[config.mk]
export PLATFORM = sky130hd
export DESIGN_NAME = debounce_bank
export DESIGN_NICKNAME = d
export VERILOG_FILES = /design/src/rtl/debounce_bank.sv
export SDC_FILE = /design/constraint.sdc
export NUM_CORES = 1
export LEC_CHECK = 0
export CORE_MARGIN = 5
export CORE_UTILIZATION = 45
export CTS_BUF_LIST = sky130_fd_sc_hd__clkbuf_4 sky130_fd_sc_hd__clkbuf_8
export DETAILED_ROUTE_END_ITERATION = 10
export PLACE_DENSITY = 0.63
export SETUP_SLACK_MARGIN = 0.5
export SYNTH_ARGS = -nofsm -noshare
export SYNTH_HDL_FRONTEND = slang
export SYNTH_SLANG_ARGS = --single-unit
[constraint.sdc]
create_clock -name clk -period 3.1 [get_ports clk]
set_input_delay 0.93 -clock clk [delete_from_list [all_inputs] [get_ports clk]]
set_output_delay 0.93 -clock clk [all_outputs]
set_load 0.02 [all_outputs]
[src/rtl/debounce_bank.sv]
// debounce_bank
// Multi-channel switch debouncer with synchroniser, stability filter,
// press/release pulses and per-channel auto-repeat for held keys.
//
// Parameters:
//   CHANNELS      number of independent channels (>=1)
//   SYNC_STAGES   synchroniser flops per channel (>=2)
//   STABLE_CYCLES consecutive disagreeing samples needed to change level (>=2)
//   INVERT        1 = raw inputs are active-low
//   REPEAT_DELAY  cycles from press edge to first repeat pulse (>=1)
//   REPEAT_RATE   cycles between later repeat pulses (>=1)
//
// Ports:
//   clk            rising-edge clock
//   rst_n          synchronous active-low reset
//   raw_in         asynchronous switch inputs
//   repeat_en      per-channel auto-repeat enable
//   level          debounced level (1 = pressed/closed)
//   press          one-cycle pulse on level 0->1
//   release_pulse  one-cycle pulse on level 1->0 ("release" is a reserved word)
//   repeat_pulse   one-cycle auto-repeat pulses ("repeat" is a reserved word)
//   held           auto-repeat FSM state per channel (1 = HELD), for observation
//
// Every output is a flop; there is no combinational input-to-output path.
module debounce_bank #(
  parameter int CHANNELS      = 4,
  parameter int SYNC_STAGES   = 2,
  parameter int STABLE_CYCLES = 16,
  parameter int INVERT        = 0,
  parameter int REPEAT_DELAY  = 1000,
  parameter int REPEAT_RATE   = 250
) (
  input  logic                clk,
  input  logic                rst_n,
  input  logic [CHANNELS-1:0] raw_in,
  input  logic [CHANNELS-1:0] repeat_en,
  output logic [CHANNELS-1:0] level,
  output logic [CHANNELS-1:0] press,
  output logic [CHANNELS-1:0] release_pulse,
  output logic [CHANNELS-1:0] repeat_pulse,
  output logic [CHANNELS-1:0] held
);

  localparam int CNT_W  = $clog2(STABLE_CYCLES);
  localparam int RC_MAX = (REPEAT_DELAY > REPEAT_RATE) ? REPEAT_DELAY : REPEAT_RATE;
  localparam int RC_W   = $clog2(RC_MAX + 1);

  localparam logic [CNT_W-1:0] CNT_LAST = CNT_W'(STABLE_CYCLES - 1);
  localparam logic [RC_W-1:0]  RC_DELAY = RC_W'(REPEAT_DELAY);
  localparam logic [RC_W-1:0]  RC_RATE  = RC_W'(REPEAT_RATE);
  localparam logic             INV_BIT  = (INVERT != 0);

  typedef enum logic {
    RPT_IDLE = 1'b0,
    RPT_HELD = 1'b1
  } rpt_state_t;

  for (genvar c = 0; c < CHANNELS; c++) begin : g_ch
    logic [SYNC_STAGES-1:0] sync;
    logic                   sync_out;
    logic [CNT_W-1:0]       cnt;
    logic [CNT_W-1:0]       cnt_inc;
    logic                   lvl_q;
    logic                   press_q;
    logic                   rel_q;
    logic                   flip;
    logic                   rise;
    logic                   fall;
    rpt_state_t             state;
    logic [RC_W-1:0]        rc;
    logic [RC_W-1:0]        rc_inc;
    logic [RC_W-1:0]        thr;
    logic                   first_done;
    logic                   rpt_q;

    assign sync_out = sync[SYNC_STAGES-1];
    assign cnt_inc  = cnt + CNT_W'(1);
    assign rc_inc   = rc + RC_W'(1);

    // The level changes on this edge: the filter has counted a full run.
    assign flip = (sync_out != lvl_q) && (cnt == CNT_LAST);
    assign rise = flip && sync_out;
    assign fall = flip && !sync_out;

    // Until the first repeat after a press (or a re-enable) the longer
    // delay applies; afterwards the repeat rate.
    assign thr = first_done ? RC_RATE : RC_DELAY;

    always_ff @(posedge clk) begin
      if (!rst_n) begin
        sync <= '0;
      end else begin
        sync <= {sync[SYNC_STAGES-2:0], raw_in[c] ^ INV_BIT};
      end
    end

    // Stability filter: any sample agreeing with the current level restarts
    // the count, so only an unbroken run of STABLE_CYCLES samples flips it.
    always_ff @(posedge clk) begin
      if (!rst_n) begin
        cnt     <= '0;
        lvl_q   <= 1'b0;
        press_q <= 1'b0;
        rel_q   <= 1'b0;
      end else begin
        press_q <= rise;
        rel_q   <= fall;
        if (sync_out == lvl_q) begin
          cnt <= '0;
        end else if (flip) begin
          lvl_q <= sync_out;
          cnt   <= '0;
        end else begin
          cnt <= cnt_inc;
        end
      end
    end

    // Auto-repeat FSM. HELD coincides with level=1; the release edge leaves
    // HELD without a pulse even if the counter would have hit its threshold.
    always_ff @(posedge clk) begin
      if (!rst_n) begin
        state      <= RPT_IDLE;
        rc         <= '0;
        first_done <= 1'b0;
        rpt_q      <= 1'b0;
      end else begin
        rpt_q <= 1'b0;
        case (state)
          RPT_IDLE: begin
            if (rise) begin
              state      <= RPT_HELD;
              rc         <= '0;
              first_done <= 1'b0;
            end
          end
          RPT_HELD: begin
            if (fall) begin
              state      <= RPT_IDLE;
              rc         <= '0;
              first_done <= 1'b0;
            end else if (!repeat_en[c]) begin
              rc         <= '0;
              first_done <= 1'b0;
            end else if (rc_inc == thr) begin
              rpt_q      <= 1'b1;
              rc         <= '0;
              first_done <= 1'b1;
            end else begin
              rc <= rc_inc;
            end
          end
          default: begin
            state <= RPT_IDLE;
          end
        endcase
      end
    end

    assign level[c]         = lvl_q;
    assign press[c]         = press_q;
    assign release_pulse[c] = rel_q;
    assign repeat_pulse[c]  = rpt_q;
    assign held[c]          = (state == RPT_HELD);
  end

endmodule

Word-level counts from Yosys, hierarchy flattened
Cells that the tools add are included.
W data, S select, Z words.

word-level totals
  register bits = 88
  word-level logic and storage cells = 173
  output and inout port bits = 20

operators by class
  eq/ne operators = 24
  multiplexer cells = 60
  bitwise logic cells = 13
  reductions and logical operators = 32
  add/subtract/negate cells = 8

operators by type and width
  operator                 count
  $mux W10                 20
  $pmux W10 S2             4
  $add A10 B1 Y10 const B  4
  $eq A10 B10 Y1           4
  $mux W1                  28
  $add A4 B1 Y4 const B    4
  $eq A4 B4 Y1 const B     4
  $ne A4 B3 Y1 const B     4
  $pmux W1 S2              8
  $reduce_and A2 Y1        8
  $reduce_or A4 Y1         4
  $not A1 Y1               13
  $logic_and A1 B1 Y1      12
  $reduce_or A3 Y1         4
  $ne A2 B2 Y1 const B     4
  $eq A1 B1 Y1             4
  $logic_not A1 Y1         4
  $ne A1 B1 Y1             4

Logic depth before layout (Yosys ltp)
Gate-level depths: netlist of the first run.

  word-level depth = 6
  depth in mapped cells = 9
  mapped depth without buffers = 8

Least setup slack after synthesis of the first run
OpenSTA, ideal clock, no wires.

  kind = flip-flop to flip-flop
  start point = register g_ch[0].rc[0]
  end point = register g_ch[0].rc[9]
  required time = 2.972 ns
  library setup time = 0.128 ns
  cell stages (with the launch flop) = 10
  slack = 0.842 ns
  data arrival time = 2.131 ns
  path through = dfxtp_1 ha_1 nand3_2 or3_1 a2111oi_0 mux2i_1 or2_1 buf_6 a32oi_1 nor2_1

between the ends
  word-level cells in the longest chain between the ends = 6

ends and longest elaborated chain
  item                    RTL line  text
  from (decl)             70        logic [RC_W-1:0] rc;
  from (signal assigned)  150       rc <= rc_inc;
  $add A10 B1 Y10 (*)     78        assign rc_inc = rc + RC_W'(1);
  $eq A10 B10 Y1          145       end else if (rc_inc == thr) begin
  $mux W10 (*)            145
  $mux W10 (*)            142       end else if (!repeat_en[c]) begin
  $mux W10 (*)            138       if (fall) begin
  $pmux W10 S2 (*)        129       case (state)

Mark *: on every way between the ends. The rest lies on a longest branch, timed or not.
A chain may end at the register's enable or synchronous reset.

Worst setup path in the final report of the first run
  start point = register g_ch[0].rc[1]
  end point = register g_ch[0].rc[7]

The elaborated chain is that of the path after synthesis.

==> results.cfg, run 1 <==
[synth]
yosysWarnings = 0
yosysTopAreaCell = dfxtp_1
async_flop_share = 0
synth_edf_count = 0
dominantRegCellSynth = dfxtp_1
ys_seq_elements = 88
synth_cell_types = 49
syn-num-nets = 526
yosys-top-cells-area = dfxtp_1, nor2_1, xnor2_1
avgSynthCellArea_um2 = 8.33
synth_top_area_frac = 0.416
netlist_instances = 508
synth_top_cells_by_count = dfxtp_1, nor2_1, nand2_1, nand3_1, xnor2_1
netlist_area_um2 = 4230
synth.most_common_cell = dfxtp_1
synth_seq_area_share = 0.416

[timing]
fin_crit_ns = 2.40
slew_violations = 0
finClkSkew_ns = 0.0118
worst_pin_slew_ns = 0.551
hold_viol = 0
fmax_ghz = 0.416
setup_ws_ns = 0.697
slew_headroom = 0.632
setup_tns_ns = 0
rsz0062_at_grt = true
finalSetupViolCount = 0
post-route-period-util = 0.775

[drt]
drt-met1-wl_um = 4060
first_pass_iters = 5
wl_met3_um = 278
avgRoutedWirePerCell_um = 13.1
routed_wl_um = 8260
drcViolationCount = 0
met2_length_um = 3830
vias_per_cell = 5.39
dr.max_layer_used = met4
ant_nets = 0
drt_iter0_drc = 155
vias = 3388

[worst_hold_path]
hold_path.class = flip-flop to flip-flop
whs_path_depth = 1

[power]
power_frac_clock = 0.373
p_sw_frac = 0.216
pwr_density_cell_nw_per_um2 = 403
p_leak_nw = 1.70
seqPwrFrac = 0.604
vdd_drop_max_mv = 0.267
p_int_w = 0.00148
netSwitchingPower_w = 0.000408
power_frac_comb = 0.022

[floorplan]
dieArea_um2 = 11400
core_um2 = 9200
pin_count = 30
die_x_um = 107
start_util = 0.460
die_h_um = 107
rows = 35

[worst_setup_path]
path_delay_family = compound AO/OA/AOI/OAI gates
arrival_ns = 2.64
path_class = flip-flop to flip-flop
path_cells = ha_1 -> nand3_2 -> or3_1 -> a2111oi_2 -> mux2i_1 -> o211ai_1 -> a21oi_1 -> a31o_2
worstRegToRegCells = 8
slowest_delay_ns = 0.40
startpoint_type = flip-flop
r2r_slack_ns = 0.70
crit_buf_inv = 0
cp_max_fo = 7
slowest_stage = or3_1
cp.required_ns = 3.34
endpoint_kind = flip-flop
cp.depth = 8

[grt]
grt_usage = 0.149
antenna_found_initial = 0
grt_pass1_wl_um = 14200
grt_max_degree = 28
grt_pass1_vias = 3120
overflow = 0

[placed_design]
gp_congestion = 0.884
dpl_cell_area_um2 = 4460
dp_hpwl_um = 5680
dp_slack_ns = 0.597
dp_cells = 612
io_buffers = 29

[final_layout]
nNetsFinal = 532
layout-drive-gt1-share = 0.0656
antenna_cells = 0
nFillCells = 891
areaGrowthSynthToFinish_pct = 10.6
fin_cells = 629
seq_area_um2 = 1760
final_area_um2 = 4680
multiInputGateArea_um2 = 2210

[run]
cap_violations = 0

[clocking]
cts_tree = done
clock-root-buffer = clkbuf_8
clk_path_buf_depth = 2
ctsHoldBuffers = 0
cts_buffers = 9
cts_sinks = 88
clkTransAtPathRegs_ns = 0.08
htreeDepth = 3
clock_latency_ns = 0.34

[outcome]
outcome = finished clean
## layout by cell type, fill, tap and decap left out, types with 2 or more instances in the layout
cell type	Yosys	layout
and2_1	9	9
a21o_1	3	3
inv_1	8	8
nand3_1	36	36
or3_1	5	5
nand2_1	46	46
clkdlybuf4s50_1	0	29
dfxtp_1	88	87
o22ai_1	2	2
nand4_1	17	17
a31oi_1	7	7
a21oi_1	24	24
a31o_2	2	2
nor2b_1	6	6
xor2_1	19	19
mux2i_1	7	7
o221a_2	2	2
clkbuf_8	0	10
buf_4	21	8
and3_1	15	15
o21ai_0	12	12
nor3b_1	3	3
nor3_1	15	15
clkbuf_4	0	2
nor2_1	67	67
nand2b_1	3	3
a32oi_1	4	4
clkinv_2	0	2
nor4_1	5	5
ha_1	8	8
xnor2_1	25	25
and4_1	2	2
o211ai_1	9	9
## layer usage
metal	GRT usage	vias up
met5	0	-
met4	0.0356	0
met3	0.0349	11
met2	0.249	44
met1	0.195	1567
li1	-	1766
## final cells by class
class                           count  share of cell area
Multi-Input combinational cell    369               0.471
Sequential cell                    88               0.377
Timing Repair Buffer               38              0.0791
Clock buffer                       12              0.0326
Tap cell                          111              0.0297
Inverter                            8             0.00642
Clock inverter                      3             0.00401
## through the flow
stage	power, W	util	hold slack, ns
3_3_place_gp	0.00121	0.485	0.416
6_report	0.00189	0.509	0.440
3_5_place_dp	0.00121	0.485	0.427
5_1_grt	0.00196	0.509	0.457
2_1_floorplan	0.00119	-	0.412
4_1_cts	0.00191	0.504	0.440
## what timing repair did
item	4_1_cts	5_1_grt
setup endpoints to repair	0	22
resized for setup	0	4
buffers inserted	0	2
## sequential cells by signal, summed over array words and instances, names as in the netlist, named ones only
signal / cells
g_ch.lvl_q: 4
g_ch.first_done: 4
g_ch.rel_q: 4
g_ch.sync: 8
g_ch.press_q: 4
g_ch.rc: 40
g_ch.rpt_q: 4
g_ch.cnt: 16
## power groups by stage
stage | sequential (W) | combinational (W) | clock, W
2_1_floorplan | 0.00117 | 0.0000233 | 0
3_3_place_gp | 0.00117 | 0.0000413 | 0
3_5_place_dp | 0.00117 | 0.0000421 | 0
4_1_cts | 0.00114 | 0.0000423 | 0.000731
5_1_grt | 0.00114 | 0.0000468 | 0.000775
6_report | 0.00114 | 0.0000423 | 0.000705
## kinds of logic after synthesis
| group | synth area share |
|---|---|
| simple gates | 0.270 |
| flops | 0.416 |
| compound gates | 0.116 |
| buf+inv | 0.0662 |
| xor+xnor | 0.0911 |
| fa+ha+maj | 0.0237 |
| mux | 0.0166 |
## worst paths after layout
| kind | startpoint | endpoint |
|---|---|---|
| worst max-delay path | g_ch[0].rc[1] | g_ch[0].rc[7] |
| worst max register to register | g_ch[0].rc[1] | g_ch[0].rc[7] |
| worst min register to register | g_ch[3].sync[0] | g_ch[3].sync[1] |
| worst min-delay path | g_ch[3].sync[0] | g_ch[3].sync[1] |
Note: power is estimated with default switching activity, not from simulation.
==> run 2, diff against run 1 <==
- PLACE_DENSITY: 0.63 -> 0.65
- clock period: 3.1 -> 2.1 ns (I/O delays scaled with it)
==> run 2 against run 1 <==
The run now ends with setup timing left. Wire length increased by 20%. Clock skew about the same. Final cell count increased by 7.9%. Via count increased by 9.3%. Register-to-register slack got worse by 0.72 ns. Clock power increased by 87%. Setup slack got worse by 0.72 ns. Sequential power increased by 46%. Combinational power increased by 96%. First-iteration DRC count increased by 52%. Final area increased by 22%. Highest routed layer unchanged.
==> results.cfg, run 2 (same netlist as run 1, synthesis figures left out) <==
[outcome]
outcome = complete, but fails checks
violations = setup timing

[drt]
first_pass_iters = 4
drt_iter0_drc = 235
avgRoutedWirePerCell_um = 14.6
vias = 3702
vias_per_cell = 5.45
routed_wl_um = 9890
drcViolationCount = 0
ant_nets = 0

[power]
seqPwrFrac = 0.544
p_int_w = 0.00244
p_leak_nw = 2.06
power_frac_clock = 0.429
p_total_w = 0.00308
power_frac_comb = 0.027
netSwitchingPower_w = 0.000631
p_sw_frac = 0.205
vdd_drop_max_mv = 0.435
pwr_density_cell_nw_per_um2 = 538

[placed_design]
dp_cells = 633
io_buffers = 29
dp_slack_ns = -0.0445
gp_congestion = 0.853
dp_hpwl_um = 6250

[grt]
grt_usage = 0.171
grt_max_degree = 22
grt_pass1_wl_um = 16100
grt_pass1_vias = 3574
antenna_found_initial = 0
overflow = 0

[timing]
setup_ws_ns = -0.0217
post-route-period-util = 1.01
finClkSkew_ns = 0.0117
hold_viol = 0
finalSetupViolCount = 3
timing.hold.ws_ns = 0.436
fmax_ghz = 0.471
worst_pin_slew_ns = 0.355
fin_crit_ns = 2.12
slew_violations = 0
rsz0062_at_grt = true
slew_headroom = 0.761

[final_layout]
top_register = g_ch.rc
final_common_cell = dfxtp_1
nNetsFinal = 581
layout-drive-gt1-share = 0.373
fin_cells = 679
final_cell_mix = dfxtp_1, nor2_1, buf_4
top_regs = g_ch.rc (40), g_ch.cnt (16), g_ch.sync (8)
final_core_util = 0.621
nFillCells = 799
antenna_cells = 0
areaGrowthSynthToFinish_pct = 35.1
largest_reg_flops = 40

[worst_setup_path]
slowest_delay_ns = 0.36
r2r_start = g_ch[0].rc[1]
arrival_ns = 2.37
r2r_slack_ns = -0.02
cp.required_ns = 2.35
slowest_stage = dfxtp_2
endpoint_kind = flip-flop
reg2reg_to = g_ch[0].rc[3]
path_class = flip-flop to flip-flop
worstRegToRegCells = 9
startpoint_type = flip-flop
path_cells = ha_4 -> nand3_4 -> or3_4 -> a2111oi_4 -> mux2i_1 -> o211ai_1 -> buf_4 -> a21oi_1 -> a31o_2
cp_max_fo = 4

[floorplan]
pin_count = 30
rows = 35
die_h_um = 107
dieArea_um2 = 11400
core_um2 = 9200
start_util = 0.460
die_x_um = 107

[clocking]
clk_path_buf_depth = 2
ctsHoldBuffers = 0
clock_latency_ns = 0.36
clkTransAtPathRegs_ns = 0.08
cts_sinks = 88
clock-root-buffer = clkbuf_8
cts_tree = done
cts_buffers = 9
htreeDepth = 3

[worst_hold_path]
hold_start = g_ch[3].sync[0]
whs_path_depth = 1
holdPathEnd = g_ch[3].sync[1]
hold_path.class = flip-flop to flip-flop

[run]
cap_violations = 0
run 2: per-stage QoR:
| stage | cell area [um2] | TNS [ns] |
|---|---|---|
| global route | 5710 | -0.631 |
| detailed placement | 4880 | -0.151 |
| floorplan | 4510 | 0 |
| CTS | 5350 | -0.0194 |
| global placement | 4880 | 0 |
| finish | 5710 | -0.0509 |
run 2: worst max-delay path by stage:
stage | from | end | slack, ns | cells past startpoint
finish | g_ch[0].rc[1] | g_ch[0].rc[3] | -0.02 | 9
global placement | g_ch[0].rc[1] | g_ch[0].rc[8] | 0.01 | 8
global route | g_ch[0].rc[1] | g_ch[0].rc[7] | -0.12 | 9
floorplan | g_ch[0].rc[0] | g_ch[0].rc[9] | 0.04 | 9
detailed placement | g_ch[0].rc[1] | g_ch[0].rc[3] | -0.04 | 9
CTS | g_ch[0].rc[1] | g_ch[0].rc[7] | -0.01 | 9
run 2: critical path: cells and delay by family (launching register included):
family,cells,cell delay [ns]
AOI/OAI and AO/OA,4,0.76
DFF,1,0.36
adders and majority gates,1,0.15
buffers and inverters,1,0.17
and+or+nand+nor,2,0.44
muxes,1,0.15
run 2: power by group through the flow:
stage                     sequential, W  combinational, W  clock, W
final                           0.00167         0.0000829   0.00132
after global routing            0.00168         0.0000894   0.00145
after CTS                       0.00168         0.0000742   0.00137
after detailed placement        0.00172         0.0000695         0
after global placement          0.00172         0.0000685         0
after floorplan                 0.00172         0.0000358         0
run 2: layout make-up:
| class | count | area (um2) | share of cell area |
|---|---|---|---|
| Multi-Input combinational cell | 370 | 2780 | 0.487 |
| Sequential cell | 88 | 1830 | 0.320 |
| Timing Repair Buffer | 86 | 707 | 0.124 |
| Clock buffer | 13 | 160 | 0.0280 |
| Tap cell | 111 | 139 | 0.0243 |
| Clock inverter | 3 | 67.6 | 0.0118 |
| Inverter | 8 | 30.0 | 0.00526 |
run 2: timing repair:
item / in CTS / in global routing
cloned: 1 / 0
resized for setup: 111 / 81
pin swaps: 34 / 26
buffers inserted: 18 / 11
hold endpoints to repair: 0 / 0
endpoints found under the setup margin: 66 / 60
run 2: per-layer routing:
layer  up-vias  GRT usage  wire, um
met5         -          0         0
met4         0     0.0612        89
met3        11     0.0446       337
met2        58      0.287      4930
met1      1766      0.213      4530
li1       1867          -         -
==> run 3, diff against run 2 <==
- GPL_TIMING_DRIVEN: default -> 0
==> run 3 against run 2 <==
The run still ends with setup timing left. Combinational power about the same. Power down 2.6%. Die area unchanged. First-iteration DRC count down 28%. Critical path type unchanged. Critical endpoint is now g_ch[0].rc[9]. Largest cell class unchanged.
==> results.cfg, run 3 (same netlist as run 1, synthesis figures left out) <==
[outcome]
outcome = complete, but fails checks
violations = setup timing

[clocking]
cts_sinks = 88
clock-root-buffer = clkbuf_8
clock_latency_ns = 0.35
ctsHoldBuffers = 0
htreeDepth = 3
cts_tree = done
clk_path_buf_depth = 2
cts_buffers = 9
clkTransAtPathRegs_ns = 0.08

[drt]
drt_iter0_drc = 170
vias = 3888
routed_wl_um = 10500
ant_nets = 0
vias_per_cell = 5.43
first_pass_iters = 4
drcViolationCount = 0
avgRoutedWirePerCell_um = 14.7

[placed_design]
io_buffers = 28
dp_hpwl_um = 6430
gp_congestion = 0.848
dpl_cell_area_um2 = 4930

[timing]
fin_crit_ns = 2.14
rsz0062_at_grt = true
hold_viol = 0
post-route-period-util = 1.02
finClkSkew_ns = 0.0117
slew_headroom = 0.549
worst_pin_slew_ns = 0.677
finalSetupViolCount = 6
timing.hold.ws_ns = 0.438
setup_ws_ns = -0.0424
setup_tns_ns = -0.137
slew_violations = 0
fmax_ghz = 0.467

[worst_setup_path]
path_cells = buf_6 -> nand4_1 -> or3_4 -> a2111oi_4 -> mux2i_2 -> or2_1 -> buf_6 -> a32oi_1 -> nor2_1
cp_max_fo = 6
cp.required_ns = 2.34
r2r_slack_ns = -0.04
endpoint_kind = flip-flop
arrival_ns = 2.39
slowest_stage = or3_4
path_class = flip-flop to flip-flop
reg2reg_to = g_ch[0].rc[9]
crit_buf_inv = 2
slowest_delay_ns = 0.42
cpMostUsedCell = buf_6
worstRegToRegCells = 9
r2r_start = g_ch[0].rc[4]
startpoint_type = flip-flop
path_delay_family = simple AND/OR/NAND/NOR gates

[final_layout]
final_common_cell = buf_4
nFillCells = 752
areaGrowthSynthToFinish_pct = 43.2
top_register = g_ch.rc
top_regs = g_ch.rc (40), g_ch.cnt (16), g_ch.sync (8)
final_core_util = 0.659
layout-drive-gt1-share = 0.421
antenna_cells = 0
nNetsFinal = 619
final_area_um2 = 6060
largest_reg_flops = 40
final_cell_mix = buf_4, dfxtp_1, nor2_1

[power]
netSwitchingPower_w = 0.000621
power_frac_comb = 0.028
p_sw_frac = 0.207
vdd_drop_max_mv = 0.424
pwr_density_cell_nw_per_um2 = 494
p_int_w = 0.00237
seqPwrFrac = 0.555
power_frac_clock = 0.417
p_total_w = 0.00299
p_leak_nw = 2.29

[grt]
antenna_found_initial = 0
overflow = 0
grt_pass1_vias = 3751
grt_usage = 0.185
grt_max_degree = 14
grt_pass1_wl_um = 17400

[worst_hold_path]
holdPathEnd = g_ch[0].sync[1]
whs_path_depth = 1
hold_path.class = flip-flop to flip-flop
hold_start = g_ch[0].sync[0]

[floorplan]
die_x_um = 107
start_util = 0.460
die_h_um = 107
dieArea_um2 = 11400
rows = 35
core_um2 = 9200
pin_count = 30

[run]
cap_violations = 0
[run 3: cell types whose count changed in the layout (fill, tap and decap cells not counted), sizes merged]
cell           previous run  this run
buf                      72       100
clkbuf                   13        27
clkdlybuf4s15             5         0
clkdlybuf4s50             9         8
clkinv                    0         2
clkinvlp                  1         0
[run 3: worst max-delay path by stage]
stage               slack [ns]       endpoint           from  cells after the start
finish                   -0.04  g_ch[0].rc[9]  g_ch[0].rc[4]                      9
global route             -0.14  g_ch[0].rc[8]  g_ch[0].rc[1]                      9
CTS                      -0.04  g_ch[0].rc[8]  g_ch[0].rc[1]                      9
detailed placement       -0.36  g_ch[0].rc[4]   repeat_en[0]                      6
global placement         -0.36  g_ch[0].rc[4]   repeat_en[0]                      6
floorplan                 0.04  g_ch[0].rc[9]  g_ch[0].rc[0]                      9
[run 3: per-layer routing]
layer | vias to the layer above | global-route usage | wire, um
met3 | 16 | 0.0458 | 410
met5 | - | 0 | 0
met2 | 66 | 0.317 | 5240
met4 | 0 | 0.0530 | 121
li1 | 1948 | - | -
met1 | 1858 | 0.230 | 4770
[run 3: power groups by stage]
stage               Combinational (W)  Clock [W]  Sequential [W]
CTS                         0.0000774    0.00130         0.00167
floorplan                   0.0000358          0         0.00172
finish                      0.0000826    0.00125         0.00166
detailed placement          0.0000700          0         0.00172
global route                0.0000900    0.00136         0.00166
global placement            0.0000693          0         0.00172
[run 3: through the flow]
| stage | setup slack [ns] | instances |
|---|---|---|
| floorplan | 0.0444 | 508 |
| global placement | -0.360 | 647 |
| detailed placement | -0.360 | 647 |
| CTS | -0.0427 | 696 |
| global route | -0.135 | 716 |
| finish | -0.0424 | 716 |
[run 3: cell type report]
| cell class | count | area (um2) | area share |
|---|---|---|---|
| Timing Repair Buffer | 81 | 697 | 0.115 |
| Clock buffer | 11 | 139 | 0.0229 |
| Sequential cell | 88 | 1850 | 0.305 |
| Clock inverter | 4 | 70.1 | 0.0116 |
| Tap cell | 111 | 139 | 0.0229 |
| Multi-Input combinational cell | 370 | 2790 | 0.461 |
| Inverter | 8 | 30.0 | 0.00496 |
| Buffer | 43 | 343 | 0.0566 |
[run 3: timing repair]
| item | CTS | global route |
|---|---|---|
| gates resized for setup | 181 | 73 |
| gates cloned | 2 | 0 |
| setup endpoints to repair | 78 | 68 |
| pin swaps | 35 | 22 |
| buffers inserted | 32 | 20 |
